`config.mk`:
```
export PLATFORM = sky130hd
export DESIGN_NAME = cf_frame_sched
export DESIGN_NICKNAME = d
export VERILOG_FILES = /design/src/rtl/cf_pkg.sv /design/src/rtl/cf_pair_oreg.sv /design/src/rtl/cf_frame_sched.sv
export SDC_FILE = /design/constraint.sdc
export NUM_CORES = 1
export LEC_CHECK = 0
export BUFFER_PORTS_ARGS = -buffer_cell sky130_fd_sc_hd__buf_2
export CAP_MARGIN = 20
export CORE_MARGIN = 4
export CORE_UTILIZATION = 48
export DETAILED_ROUTE_END_ITERATION = 8
export GPL_ROUTABILITY_DRIVEN = 0
export GPL_TIMING_DRIVEN = 0
export PLACE_DENSITY = 0.8
export SLEW_MARGIN = 20
export SYNTH_ARGS = -nofsm -noshare
export SYNTH_HDL_FRONTEND = slang
export SYNTH_SLANG_ARGS = --single-unit
```
`constraint.sdc`:
```
create_clock -name s00_axis_aclk -period 3 [get_ports s00_axis_aclk]
set_input_delay 0.45 -clock s00_axis_aclk [delete_from_list [all_inputs] [get_ports s00_axis_aclk]]
set_output_delay 0.45 -clock s00_axis_aclk [all_outputs]
set_load 0.02 [all_outputs]
```
`src/rtl/cf_pkg.sv`:
```
// ============================================================================
// Module      : cf_pkg
// Description : Shared types and constants for the complex_filter frame
//               scheduler.
// Revision    : 1.0 - initial release
// ============================================================================
`default_nettype none

package cf_pkg;

    typedef enum logic [1:0] {
        IDLE  = 2'd0,
        RUN   = 2'd1,
        FLUSH = 2'd2
    } cf_state_t;

    localparam int FRAME_LEN_DEF = 1024;

    // Width of a counter that holds 0 .. frame_len-1, never narrower than 1.
    function automatic int cnt_width(input int frame_len);
        return (frame_len > 1) ? $clog2(frame_len) : 1;
    endfunction

    localparam int CNT_W = cnt_width(FRAME_LEN_DEF);

endpackage

`default_nettype wire

```
`src/rtl/cf_pair_oreg.sv`:
```
// ============================================================================
// Module      : cf_pair_oreg
// Description : One-slot output register feeding two AXI-Stream masters that
//               share a beat; each port retires independently.
// Revision    : 1.0 - initial release
// ============================================================================
`default_nettype none

module cf_pair_oreg #(
    parameter int DATA_W = 64
) (
    input  logic              clk,
    input  logic              rst_n,
    input  logic              i_load,
    input  logic [DATA_W-1:0] i_data0,
    input  logic [DATA_W-1:0] i_data1,
    input  logic              i_last,
    output logic              o_can_load,
    output logic [DATA_W-1:0] o_m00_tdata,
    output logic              o_m00_tvalid,
    output logic              o_m00_tlast,
    input  logic              i_m00_tready,
    output logic [DATA_W-1:0] o_m01_tdata,
    output logic              o_m01_tvalid,
    output logic              o_m01_tlast,
    input  logic              i_m01_tready
);

    logic              r_valid;
    logic              r_taken0;
    logic              r_taken1;
    logic              r_last;
    logic [DATA_W-1:0] r_data0;
    logic [DATA_W-1:0] r_data1;

    logic w_done0;
    logic w_done1;

    // A port counts as done once it has taken the beat or is taking it now.
    always_comb begin
        w_done0    = r_taken0 | i_m00_tready;
        w_done1    = r_taken1 | i_m01_tready;
        o_can_load = ~r_valid | (w_done0 & w_done1);
    end

    always_ff @(posedge clk) begin
        if (!rst_n) begin
            r_valid  <= 1'b0;
            r_taken0 <= 1'b0;
            r_taken1 <= 1'b0;
            r_last   <= 1'b0;
            r_data0  <= '0;
            r_data1  <= '0;
        end else if (i_load) begin
            r_valid  <= 1'b1;
            r_taken0 <= 1'b0;
            r_taken1 <= 1'b0;
            r_last   <= i_last;
            r_data0  <= i_data0;
            r_data1  <= i_data1;
        end else if (r_valid) begin
            if (w_done0 && w_done1) begin
                r_valid  <= 1'b0;
                r_taken0 <= 1'b0;
                r_taken1 <= 1'b0;
            end else begin
                r_taken0 <= w_done0;
                r_taken1 <= w_done1;
            end
        end
    end

    assign o_m00_tdata  = r_data0;
    assign o_m00_tvalid = r_valid & ~r_taken0;
    assign o_m00_tlast  = r_last;
    assign o_m01_tdata  = r_data1;
    assign o_m01_tvalid = r_valid & ~r_taken1;
    assign o_m01_tlast  = r_last;

endmodule

`default_nettype wire

```
`src/rtl/cf_frame_sched.sv`:
```
// ============================================================================
// Module      : cf_frame_sched
// Description : Joins the data and reference streams beat-for-beat, rebuilds
//               frame tlast, counts frames and flushes misaligned streams.
// Revision    : 1.0 - initial release
// ============================================================================
`default_nettype none

module cf_frame_sched
    import cf_pkg::*;
#(
    parameter int DATA_W    = 64,
    parameter int FRAME_LEN = FRAME_LEN_DEF,
    parameter int FCNT_W    = 16
) (
    input  logic              s00_axis_aclk,
    input  logic              s00_axis_aresetn,
    input  logic              ctrl_start,
    input  logic              ctrl_stop,
    input  logic [FCNT_W-1:0] ctrl_num_frames,
    input  logic [DATA_W-1:0] s00_axis_tdata,
    input  logic              s00_axis_tvalid,
    input  logic              s00_axis_tlast,
    output logic              s00_axis_tready,
    input  logic [DATA_W-1:0] s01_axis_tdata,
    input  logic              s01_axis_tvalid,
    input  logic              s01_axis_tlast,
    output logic              s01_axis_tready,
    output logic [DATA_W-1:0] m00_axis_tdata,
    output logic              m00_axis_tvalid,
    output logic              m00_axis_tlast,
    input  logic              m00_axis_tready,
    output logic [DATA_W-1:0] m01_axis_tdata,
    output logic              m01_axis_tvalid,
    output logic              m01_axis_tlast,
    input  logic              m01_axis_tready,
    output logic              sts_busy,
    output logic              sts_done,
    output logic              sts_err_align,
    output logic [FCNT_W-1:0] sts_frames
);

    localparam int                SCNT_W     = cnt_width(FRAME_LEN);
    localparam logic [SCNT_W-1:0] C_LAST_POS = SCNT_W'(FRAME_LEN - 1);
    localparam logic [SCNT_W-1:0] C_SCNT_ONE = SCNT_W'(1);
    localparam logic [FCNT_W:0]   C_FCNT_ONE = (FCNT_W + 1)'(1);

    cf_state_t         r_state;
    logic [SCNT_W-1:0] r_scnt;
    logic [FCNT_W-1:0] r_fcnt;
    logic [FCNT_W-1:0] r_num;
    logic              r_stop_req;
    logic              r_fin;
    logic              r_pend00;
    logic              r_pend01;
    logic              r_err;
    logic              r_done;

    logic              w_can_load;
    logic              w_fire;
    logic              w_at_end;
    logic              w_mis;
    logic              w_close;
    logic              w_stop_now;
    logic              w_fin_now;
    logic              w_p00_nxt;
    logic              w_p01_nxt;
    logic [FCNT_W:0]   w_fcnt_inc;

    always_comb begin
        w_fire     = (r_state == RUN) & s00_axis_tvalid & s01_axis_tvalid & w_can_load;
        w_at_end   = (r_scnt == C_LAST_POS);
        // Both tlasts must agree with the regenerated boundary, else the frame closes early.
        w_mis      = (s00_axis_tlast != w_at_end) | (s01_axis_tlast != w_at_end);
        w_close    = w_at_end | w_mis;
        w_fcnt_inc = {1'b0, r_fcnt} + C_FCNT_ONE;
        w_stop_now = r_stop_req | ctrl_stop;
        w_fin_now  = ((r_num != '0) && (w_fcnt_inc == {1'b0, r_num})) | w_stop_now;
        w_p00_nxt  = r_pend00 & ~((r_state == FLUSH) & s00_axis_tvalid & s00_axis_tlast);
        w_p01_nxt  = r_pend01 & ~((r_state == FLUSH) & s01_axis_tvalid & s01_axis_tlast);
    end

    assign s00_axis_tready = w_fire | ((r_state == FLUSH) & r_pend00);
    assign s01_axis_tready = w_fire | ((r_state == FLUSH) & r_pend01);

    always_ff @(posedge s00_axis_aclk) begin
        if (!s00_axis_aresetn) begin
            r_state    <= IDLE;
            r_scnt     <= '0;
            r_fcnt     <= '0;
            r_num      <= '0;
            r_stop_req <= 1'b0;
            r_fin      <= 1'b0;
            r_pend00   <= 1'b0;
            r_pend01   <= 1'b0;
            r_err      <= 1'b0;
            r_done     <= 1'b0;
        end else begin
            r_done <= 1'b0;
            case (r_state)
                IDLE: begin
                    if (ctrl_start) begin
                        r_state    <= RUN;
                        r_num      <= ctrl_num_frames;
                        r_fcnt     <= '0;
                        r_scnt     <= '0;
                        r_err      <= 1'b0;
                        r_stop_req <= 1'b0;
                        r_fin      <= 1'b0;
                        r_pend00   <= 1'b0;
                        r_pend01   <= 1'b0;
                    end
                end
                RUN: begin
                    if (ctrl_stop) begin
                        r_stop_req <= 1'b1;
                    end
                    if (w_fire) begin
                        if (w_close) begin
                            r_scnt <= '0;
                            if (!(&r_fcnt)) begin
                                r_fcnt <= w_fcnt_inc[FCNT_W-1:0];
                            end
                            if (w_mis) begin
                                r_err <= 1'b1;
                            end
                            // Early tlast on both streams leaves them aligned; only a lagging one needs flushing.
                            if (w_mis && !(s00_axis_tlast && s01_axis_tlast)) begin
                                r_state  <= FLUSH;
                                r_pend00 <= ~s00_axis_tlast;
                                r_pend01 <= ~s01_axis_tlast;
                                r_fin    <= w_fin_now;
                            end else if (w_fin_now) begin
                                r_state    <= IDLE;
                                r_done     <= 1'b1;
                                r_stop_req <= 1'b0;
                            end
                        end else begin
                            r_scnt <= r_scnt + C_SCNT_ONE;
                        end
                    end
                end
                FLUSH: begin
                    if (ctrl_stop) begin
                        r_stop_req <= 1'b1;
                    end
                    r_pend00 <= w_p00_nxt;
                    r_pend01 <= w_p01_nxt;
                    if (!w_p00_nxt && !w_p01_nxt) begin
                        if (r_fin || w_stop_now) begin
                            r_state    <= IDLE;
                            r_done     <= 1'b1;
                            r_stop_req <= 1'b0;
                        end else begin
                            r_state <= RUN;
                        end
                    end
                end
                default: r_state <= IDLE;
            endcase
        end
    end

    assign sts_busy      = (r_state != IDLE);
    assign sts_done      = r_done;
    assign sts_err_align = r_err;
    assign sts_frames    = r_fcnt;

    cf_pair_oreg #(
        .DATA_W (DATA_W)
    ) u_oreg (
        .clk          (s00_axis_aclk),
        .rst_n        (s00_axis_aresetn),
        .i_load       (w_fire),
        .i_data0      (s00_axis_tdata),
        .i_data1      (s01_axis_tdata),
        .i_last       (w_close),
        .o_can_load   (w_can_load),
        .o_m00_tdata  (m00_axis_tdata),
        .o_m00_tvalid (m00_axis_tvalid),
        .o_m00_tlast  (m00_axis_tlast),
        .i_m00_tready (m00_axis_tready),
        .o_m01_tdata  (m01_axis_tdata),
        .o_m01_tvalid (m01_axis_tvalid),
        .o_m01_tlast  (m01_axis_tlast),
        .i_m01_tready (m01_axis_tready)
    );

endmodule

`default_nettype wire
```
==> reports/qor.csv <==
stage,metric,value,unit
layout,post-route insts no fill,1504,
setup_path,Required @ worst endpoint,2.55,ns
placement,DP Cell Count,1477,
grt,GR Util All Layers,25.88,%
floorplanning,Die Height,132.9,µm
grt,largest net degree at the start of global routing,20,
routing,met2 wire length,12040,µm
sta,Tmin final,2.791,ns
clock_tree,clock buffer depth,2,
routing,antenna-violating nets left,0,
sta,Final period util,93.04,%
clock_tree,postcts setup bufs,0,
outcome,run status,completed,
layout,nets@finish,1443,
setup_path,Worst R2R Path Depth,8,
routing,average wire per standard cell,15.89,µm
routing,DR DRC count,0,
synthesis,ys async rst share,0,%
placement,Port Buffers,306,
setup_path,CP Class,flop to output pin,
setup_path,R2R setup slack,0.25,ns
min_path,HP Start,s01_axis_tdata[42],
power,peak supply drop,0.6179,mV
routing,uppermost routed layer,met4,
clock_tree,H-tree levels,4,
min_path,worst hold stages,3,
setup_path,worst reg2reg path endpoint,r_fin$_SDFFE_PN0P_,
routing,metal3 WL,1967,µm
floorplanning,core footprint,15260,µm²
routing,total wire length,23900,µm
synthesis,Syn Std Cell Area,7490,µm²
sta,Final Hold Fails,0,
min_path,HP Class,input port to flop,
job,max cap viols,0,
layout,most frequent cells in the layout,"331 x nand2_1, 309 x buf_2, 182 x dfxtp_1",
layout,P&R area growth vs syn,32.29,%
grt,number of global-route vias before repair,7348,
floorplanning,initial core utilization,49.09,%
floorplanning,chip width,132.9,µm
sta,relative slew slack,54.87,%
synthesis,Mapped Nets,1120,
sta,Slew @ Worst Pin,0.6770,ns
sta,worst hold slack,0.2572,ns
power,NetSw,2.072,mW
grt,global route overflow,0,
layout,share of cells above drive strength 1,28.23,%
synthesis,Post-Syn Instances,960,
power,power per cell area,675.3,nW/µm²
routing,vias per cell,5.193,
clock_tree,CTS tree,yes,
clock_tree,worst skew pair latency,0.42,ns
power,leakage power,4.320,nW
power,switch share,30.97,%
floorplanning,number of cell rows,45,
synthesis,synth unique cells,57,
placement,HPWL after DPL,17980,µm
setup_path,RR Startpoint,sts_frames[0]$_SDFFE_PN0P_,
clock_tree,Clock Pin Slew Worst Setup and Hold Paths,0.07,ns
setup_path,CP Max Fanout,19,
setup_path,"Arr. time, crit path",2.34,ns
min_path,WHS Endpoint,u_oreg.o_m01_tdata[42]$_SDFFE_PN0P_,
layout,Storage cell area,3643,µm²
layout,"commonest non-fill, non-tap cell in the layout",nand2_1,
power,Power Internal,4.619,mW
routing,Pre-antenna DRT Iters,5,
power,clock network power share,36.0,%
power,Flop pwr share,40.9,%
clock_tree,CTS root buffer,clkbuf_16,
grt,initial antenna violation count,0,
routing,DR vias,7810,
sta,f_max,358.3,MHz
synthesis,Syn. warnings,0,
floorplanning,die area,17670,µm²
layout,antenna cells,0,
synthesis,Post-synth EDFFs,0,
setup_path,Worst Setup Start Kind,flop,
routing,wl on met1,9359,µm
floorplanning,Ports,307,
routing,initial DRC count,535,
synthesis,ys flop type,dfxtp_1,
synthesis,"Seq/Total Area, Yosys",48.65,%
layout,Fill cells,1363,
setup_path,CP Launch Point,r_state[1]$_SDFFE_PN0P_,
synthesis,"flops & latches, synth",182,
synthesis,Avg Synthesized Cell Area,7.802,µm²
sta,clk_skew,0.01000,ns
power,Comb pwr share,23.1,%
grt,first-pass GRT wire length,37190,µm
clock_tree,hold_buf cts,0,
sta,final setup fails,0,
setup_path,CP endpoint kind,output pin,
clock_tree,total CTS buffers,17,
sta,RSZ-0062 raised after global routing,false,
sta,fin. max-slew vios,0,
clock_tree,clk sinks,182,
layout,area of the multi-input gates,3590,µm²
==> repair_timing <==
action,CTS,global route
resized for setup,2,1
pin swaps,0,0
hold endpoints to repair,0,0
endpoints found under the setup margin,2,10
==> power groups by stage <==
stage / clock (mW) / combinational (mW) / sequential [mW]
finish: 2.41 / 1.54 / 2.74
global route: 2.53 / 1.69 / 2.76
CTS: 2.43 / 1.53 / 2.74
detailed placement: 0 / 1.52 / 2.79
global placement: 0 / 1.50 / 2.78
floorplan: 0 / 0.847 / 2.93
==> per-layer routing <==
metal  GRT usage (%)  up-vias
li1                -     3852
met1           30.33     3599
met2           45.51      322
met3           7.985       37
met4           7.448        0
met5               0        -
==> cell type report <==
type	instances	share of cell area, %
Tap cell	211	2.664
Inverter	8	0.3031
Clock buffer	20	4.508
Buffer	58	2.286
Multi-Input combinational cell	710	36.23
Timing Repair Buffer	306	15.46
Clock inverter	9	1.781
Sequential cell	182	36.77
==> registers in the layout, summed over array words and instances (netlist names) <==
| name | count |
|---|---|
| u_oreg.r_taken1 | 1 |
| r_fin | 1 |
| r_pend00 | 1 |
| u_oreg.o_m01_tdata | 64 |
| r_scnt | 10 |
| u_oreg.r_valid | 1 |
| u_oreg.o_m00_tdata | 64 |
| r_pend01 | 1 |
| u_oreg.r_taken0 | 1 |
| r_stop_req | 1 |
| sts_err_align | 1 |
| sts_frames | 16 |
| r_state | 2 |
| sts_done | 1 |
| r_num | 16 |
| u_oreg.o_m00_tlast | 1 |
==> critical path, cell delays in order (launching register included) <==
cell,delay [ns]
dfxtp_1,0.40
inv_1,0.08
ha_1,0.23
nand3_1,0.14
nand2b_2,0.32
clkbuf_2,0.45
nand2_1,0.10
buf_2,0.19
==> synth_stat cells (2+ instances only) <==
| library cell | n | area [µm²] |
|---|---|---|
| nand2b_1 | 3 | 18.77 |
| o211ai_1 | 3 | 22.52 |
| nor4_1 | 3 | 18.77 |
| a32oi_1 | 3 | 26.28 |
| or2_2 | 4 | 25.02 |
| a21boi_0 | 3 | 22.52 |
| mux2_2 | 2 | 22.52 |
| or3_2 | 2 | 15.01 |
| or3_1 | 5 | 31.28 |
| a31o_2 | 3 | 26.28 |
| nand4_2 | 2 | 25.02 |
| and2_1 | 2 | 12.51 |
| o21ai_0 | 15 | 75.07 |
| and4_1 | 2 | 17.52 |
| clkbuf_1 | 56 | 210.2 |
| o21a_1 | 4 | 30.03 |
| nand4b_1 | 2 | 17.52 |
| buf_2 | 3 | 15.01 |
| o21ai_1 | 2 | 10.01 |
| dfxtp_1 | 182 | 3643 |
| ha_1 | 6 | 75.07 |
| a21oi_1 | 175 | 875.8 |
| nor3_1 | 14 | 70.07 |
| nor2_1 | 30 | 112.6 |
| mux2i_1 | 4 | 40.04 |
| o31ai_1 | 2 | 15.01 |
| nor4_4 | 3 | 63.81 |
| xor2_1 | 12 | 105.1 |
| inv_1 | 8 | 30.03 |
| nand2_1 | 331 | 1242 |
| nor2b_1 | 4 | 25.02 |
| nand4_1 | 8 | 50.05 |
| and3_1 | 5 | 31.28 |
| a21o_1 | 3 | 22.52 |
| a22oi_1 | 2 | 15.01 |
| o41ai_2 | 2 | 32.53 |
| nand3_1 | 12 | 60.06 |
| xnor2_1 | 16 | 140.1 |
| nand3b_1 | 3 | 22.52 |
| a31oi_1 | 2 | 12.51 |
==> stage by stage <==
stage | util (%) | instance area (µm²) | worst slack, ns | setup TNS (ns) | total power, mW
global route | 64.94 | 9908 | 0.05660 | 0 | 6.986
floorplan | - | 7490 | 0.4887 | 0 | 3.774
global placement | 60.85 | 9285 | -0.08117 | -0.1590 | 4.280
CTS | 64.91 | 9905 | 0.1478 | 0 | 6.707
detailed placement | 60.85 | 9285 | -0.1025 | -0.1877 | 4.310
finish | 64.94 | 9908 | 0.2087 | 0 | 6.692
==> how the worst max path moves through the flow <==
stage	to	slack [ns]	depth (start not counted)
final	s01_axis_tready	0.21	7
after global routing	u_oreg.o_m01_tdata[25]$_SDFFE_PN0P_	0.06	8
after CTS	r_scnt[4]$_SDFFE_PN0P_	0.15	8
after detailed placement	s01_axis_tready	-0.10	9
after global placement	s00_axis_tready	-0.08	9
after floorplan	r_fin$_SDFFE_PN0P_	0.49	8
==> logic make-up (layout without fill, tap and decap cells) <==
| group | count (synthesis) | after routing | share of synthesized area [%] |
|---|---|---|---|
| flops | 182 | 182 | 48.65 |
| fa+ha+maj | 6 | 6 | 1.002 |
| compound gates | 227 | 227 | 16.86 |
| buf+inv | 68 | 401 | 3.508 |
| xor+xnor | 28 | 28 | 3.274 |
| mux | 6 | 6 | 0.8353 |
| simple gates | 443 | 443 | 25.88 |
Power figures use the tool's default switching activity.
